## src/rtl/seg7_pattern_decoder.sv

```systemverilog
// 7-segment bus receiver: sync, settle, decode to digit/glyph, valid/ready out.
// Optional SEG7_DEC_STATS_EN adds saturating digit/invalid counters.
module seg7_pattern_decoder #(
    parameter int STABLE_CYCLES = 4,
    parameter int CNT_W         = 8
) (
    input  logic             clk,
    input  logic             rst_n,
    input  logic [6:0]       seg_in,
    input  logic             out_ready,
    input  logic             clr_overrun,
    output logic             out_valid,
    output logic [3:0]       out_digit,
    output logic [1:0]       out_kind,
`ifdef SEG7_DEC_STATS_EN
    output logic             overrun,
    output logic [CNT_W-1:0] digit_count,
    output logic [CNT_W-1:0] invalid_count
`else
    output logic             overrun
`endif
);

    localparam int SW = $clog2(STABLE_CYCLES + 1);
    localparam logic [SW-1:0] STB = SW'(STABLE_CYCLES);
    localparam logic [SW-1:0] ONE = SW'(1);
    localparam logic [6:0] BLANK = 7'b0000000;

    logic [6:0]    r_s1;
    logic [6:0]    r_s2;
    logic [6:0]    r_cand;
    logic [SW-1:0] r_cnt;
    logic          r_evt;
    logic [6:0]    r_evt_pat;
    logic [6:0]    r_last;
    logic          r_valid;
    logic [3:0]    r_digit;
    logic [1:0]    r_kind;
    logic          r_ovr;

    logic          w_same;
    logic [SW-1:0] w_cnt_nxt;
    logic          w_hit;
    logic          w_new;
    logic          w_free;
    logic          w_load;
    logic          w_drop;
    logic [5:0]    w_dec;

    function automatic logic [5:0] f_decode(input logic [6:0] p);
        logic [5:0] v;
        case (p)
            7'b1111110: v = {2'b00, 4'd0};
            7'b0110000: v = {2'b00, 4'd1};
            7'b1101101: v = {2'b00, 4'd2};
            7'b1111001: v = {2'b00, 4'd3};
            7'b0110011: v = {2'b00, 4'd4};
            7'b1011011: v = {2'b00, 4'd5};
            7'b1011111: v = {2'b00, 4'd6};
            7'b1110000: v = {2'b00, 4'd7};
            7'b1111111: v = {2'b00, 4'd8};
            7'b1111011: v = {2'b00, 4'd9};
            7'b0011101: v = {2'b01, 4'd0};
            default:    v = {2'b10, 4'd0};
        endcase
        return v;
    endfunction

    // Count saturates at STB; the hit fires only on the sample that reaches it.
    always_comb begin
        w_same    = (r_s2 == r_cand);
        w_cnt_nxt = ONE;
        if (w_same) begin
            w_cnt_nxt = (r_cnt == STB) ? STB : r_cnt + ONE;
        end
        w_hit  = (w_cnt_nxt == STB) && (!w_same || (r_cnt != STB));
        w_dec  = f_decode(r_evt_pat);
        w_new  = r_evt && (r_evt_pat != r_last) && (r_evt_pat != BLANK);
        w_free = !r_valid || out_ready;
        w_load = w_new && w_free;
        w_drop = w_new && !w_free;
    end

    always_ff @(posedge clk or negedge rst_n) begin
        if (!rst_n) begin
            r_s1 <= BLANK;
            r_s2 <= BLANK;
        end else begin
            r_s1 <= seg_in;
            r_s2 <= r_s1;
        end
    end

    always_ff @(posedge clk or negedge rst_n) begin
        if (!rst_n) begin
            r_cand    <= BLANK;
            r_cnt     <= '0;
            r_evt     <= 1'b0;
            r_evt_pat <= BLANK;
        end else begin
            if (!w_same) begin
                r_cand <= r_s2;
            end
            r_cnt     <= w_cnt_nxt;
            r_evt     <= w_hit;
            r_evt_pat <= r_s2;
        end
    end

    always_ff @(posedge clk or negedge rst_n) begin
        if (!rst_n) begin
            r_last  <= BLANK;
            r_valid <= 1'b0;
            r_digit <= 4'd0;
            r_kind  <= 2'b00;
            r_ovr   <= 1'b0;
        end else begin
            if (r_evt && (r_evt_pat != r_last)) begin
                r_last <= r_evt_pat;
            end
            if (w_load) begin
                r_valid <= 1'b1;
                r_kind  <= w_dec[5:4];
                r_digit <= w_dec[3:0];
            end else if (r_valid && out_ready) begin
                r_valid <= 1'b0;
            end
            if (w_drop) begin
                r_ovr <= 1'b1;
            end else if (clr_overrun) begin
                r_ovr <= 1'b0;
            end
        end
    end

    assign out_valid = r_valid;
    assign out_digit = r_digit;
    assign out_kind  = r_kind;
    assign overrun   = r_ovr;

`ifdef SEG7_DEC_STATS_EN
    logic [CNT_W-1:0] r_dcnt;
    logic [CNT_W-1:0] r_icnt;
    logic             w_inc_d;
    logic             w_inc_i;

    always_comb begin
        w_inc_d = w_load && (w_dec[5:4] == 2'b00);
        w_inc_i = w_new && (w_dec[5:4] == 2'b10);
    end

    always_ff @(posedge clk or negedge rst_n) begin
        if (!rst_n) begin
            r_dcnt <= '0;
            r_icnt <= '0;
        end else begin
            if (w_inc_d && (r_dcnt != '1)) begin
                r_dcnt <= r_dcnt + 1'b1;
            end
            if (w_inc_i && (r_icnt != '1)) begin
                r_icnt <= r_icnt + 1'b1;
            end
        end
    end

    assign digit_count   = r_dcnt;
    assign invalid_count = r_icnt;
`endif

endmodule
```

## config.mk

```make
export PLATFORM = sky130hd
export DESIGN_NAME = seg7_pattern_decoder
export DESIGN_NICKNAME = d
export VERILOG_FILES = /design/src/rtl/seg7_pattern_decoder.sv
export SDC_FILE = /design/constraint.sdc
export NUM_CORES = 1
export LEC_CHECK = 0
export BUFFER_PORTS_ARGS = -buffer_cell sky130_fd_sc_hd__buf_2
export CORE_AREA = 4 4 64 66
export CTS_CLUSTER_DIAMETER = 30
export DETAILED_ROUTE_END_ITERATION = 12
export DIE_AREA = 0 0 68 70
export GPL_TIMING_DRIVEN = 0
export PLACE_DENSITY = 0.8
export REMOVE_ABC_BUFFERS = 1
export SETUP_SLACK_MARGIN = 0.02
export SYNTH_ARGS = -nofsm -noshare
export SYNTH_HDL_FRONTEND = slang
export SYNTH_SLANG_ARGS = --single-unit
```

## constraint.sdc

```tcl
create_clock -name clk -period 2.2 [get_ports clk]
set_clock_uncertainty 0.1 [all_clocks]
set_input_delay 0.44 -clock clk [delete_from_list [all_inputs] [get_ports clk]]
set_output_delay 0.44 -clock clk [all_outputs]
set_load 0.02 [all_outputs]
```

==> flow_summary.json <==
{
  "status": "finished clean",
  "synth_fa_ha_area_share_pct": 1.268,
  "grt_pass1_wl_um": 5271,
  "cellInternalPower_mw": 1.193,
  "yosysWarnings": 0,
  "synth-compound-area-share_pct": 6.912,
  "slew_headroom_pct": 32.97,
  "r2r_slack_ns": 0.13,
  "switching_share_pct": 22.09,
  "syn_area_per_cell_um2": 13.24,
  "fin_tns_setup_ns": 0,
  "yosysMostFrequentCell": "dfrtp_1",
  "synth_xor_area_share_pct": 6.214,
  "synth_ff_type": "dfrtp_1",
  "numClockSinks": 47,
  "grt_pass1_vias": 1173,
  "clk_latency_ns": 0.36,
  "hpwl_um": 1999,
  "end_kind": "register",
  "cts.clk_slew.worst_paths_ns": 0.14,
  "async_flop_share_pct": 100.0,
  "synth_top_area_cell": "dfrtp_1",
  "finalCriticalPeriod_ns": 2.072,
  "synth_top_area_share_pct": 59.61,
  "die_area_um2": 4760,
  "path_cells": "or4_4 -> o41ai_4 -> a221oi_4 -> mux2_4",
  "drt-pass1-iter-count": 4,
  "synth_top_family_by_area": "simple AND/OR/NAND/NOR gates",
  "std_cell_rows": 22,
  "yosys-top-cells-count": "dfrtp_1 (47), clkbuf_1 (14), xor2_1 (10)",
  "ys_seq_elements": 47,
  "syn_area_um2": 1973,
  "cts_tree": "done",
  "antenna_cells": 0,
  "clockBufferDepth": 2,
  "worstMarginPinSlew_ns": 1.005,
  "io_pins": 19,
  "vdd_drop_max_mv": 0.4658,
  "finalCritPeriodShare_pct": 94.16,
  "setup_viol": 0,
  "crit_required_ns": 2.36,
  "synth_seq_area_share_pct": 59.61,
  "wl_um": 2957,
  "via_per_inst": 5.433,
  "synth_simple_gate_area_share_pct": 12.81,
  "portBuffers": 18,
  "cellLeakagePower_nw": 1.000,
  "track_usage_pct": 14.96,
  "detailroute.via_count": 1130,
  "worstSetupPathType": "reg -> reg",
  "crit_arrival_ns": 2.23,
  "slew_violations": 0,
  "crit_fanout": 12,
  "drc": 0,
  "gr-total-overflow": 0,
  "cp-start-kind": "register",
  "antenna_left": 0,
  "wire_per_inst_um": 14.22,
  "cts_resized": 0,
  "place_inst": 200,
  "whs_ns": 0.07696,
  "yosysUniqueCellTypes": 37,
  "antenna_found_initial": 0,
  "area_delta_synth_final_pct": 9.132,
  "hold_class": "in -> reg",
  "cts_buffers": 5,
  "rsz0062_at_grt": "false",
  "ys_top_cells_by_area": "dfrtp_1 (60%), xor2_1 (4.4%), mux2_2 (4.0%)",
  "crit_path_top_delay_cell": "or4_4",
  "stdcell_count": 208,
  "p_clk_share_pct": 35.4,
  "max_freq_ghz": 0.4827,
  "drtIter0Drc": 93,
  "muxShareOfSynthArea_pct": 8.814,
  "core_area_um2": 3578,
  "die_width_um": 68,
  "seqPwrFrac_pct": 60.4,
  "drive_gt1_share_pct": 25.62,
  "die_h_um": 70,
  "start_util_pct": 55.14,
  "hold_buffers": 0,
  "place_congestion": 0.8009,
  "pwr-share-comb_pct": 4.2,
  "post-cts-setup-buffer-count": 0,
  "syn_inst": 149,
  "cts_max_level": 2,
  "max_stage_delay_ns": 0.59,
  "synth-edff-count": 0,
  "nNetsFinal": 172,
  "hold_viol": 0,
  "grt_max_degree": 48,
  "pwr_density_cell_nw_per_um2": 711.2,
  "clock-root-buffer": "clkbuf_4",
  "max_cap_viol_count": 0,
  "switchingPower_mw": 0.3383
}
-- per-layer routing --
layer / routed length, um / up-vias / part of all wire [%] / global-route usage [%]
li1: - / 525 / - / -
met1: 1243 / 568 / 42 / 17.36
met2: 1517 / 31 / 51 / 24.30
met3: 137 / 6 / 4.6 / 5.305
met4: 59 / 0 / 2.0 / 6.623
met5: 0 / - / 0 / 0
-- cells in the final DEF, fill, tap and decap left out, types with 3 or more instances in the layout --
master / n
dfrtp_1: 47
buf_2: 18
xor2_1: 10
inv_1: 7
mux2_2: 7
nand2_1: 6
nand4_1: 5
mux2i_1: 5
clkbuf_4: 5
xnor2_1: 4
nor2_1: 4
mux2_4: 3
-- cells by family after synthesis --
logic type | count (synthesis)
buffers and inverters | 22
multiplexers | 15
AND/OR/NAND/NOR | 36
AO/OA/AOI/OAI | 13
XOR/XNOR | 14
flip-flops | 47
adder cells (fa/ha/maj) | 2
-- power by group through the flow --
stage               clock (mW)  sequential (mW)  combinational (mW)
finish                   0.542            0.926              0.0638
detailed placement           0            0.942              0.0655
floorplan                    0            0.932              0.0358
global placement             0            0.939              0.0621
global route             0.601            0.932              0.0729
CTS                      0.565            0.926              0.0658
-- flip-flops by register name, summed over array words and instances, names as in the netlist --
signal / flops
r_evt: 1
r_last: 7
r_cnt: 3
r_s2: 7
out_digit: 4
r_s1: 7
r_evt_pat: 7
out_valid: 1
out_kind: 2
r_cand: 7
overrun: 1
-- critical path: cells and delay by family, from the launching register on --
family	cells	cell delay, ns
AND/OR/NAND/NOR	1	0.59
AO/OA/AOI/OAI	2	0.42
flip-flops	1	0.53
multiplexers	1	0.33
-- cell type report --
type	count	area, um^2
multi-input combinational	80	710.7
fill	295	1425
clock buffer	6	51.30
sequential	47	1176
tap	48	60.06
inverter	7	26.28
clock inverter	2	38.79
timing repair buffer	18	90.09
-- worst paths after layout --
check,depth (start not counted),endpoint,from
max,4,out_digit[3],r_evt_pat[3]
min,1,r_s1[3],seg_in[3]
max reg2reg,4,out_digit[3],r_evt_pat[3]
min reg2reg,0,r_s2[3],r_s1[3]
max in group asynchronous,1,r_cnt[0],rst_n
min in group asynchronous,1,out_digit[3],rst_n
-- metrics by stage --
stage	instance area, um^2	setup slack (ns)	power (mW)	util, %
2_1_floorplan	1913	0.2589	0.9679	-
3_3_place_gp	2063	0.1852	1.001	57.66
3_5_place_dp	2063	0.1469	1.008	57.66
4_1_cts	2153	0.1270	1.557	60.17
5_1_grt	2153	0.04782	1.606	60.17
6_report	2153	0.1284	1.531	60.17
No activity file was read; power rests on OpenSTA's default activity.
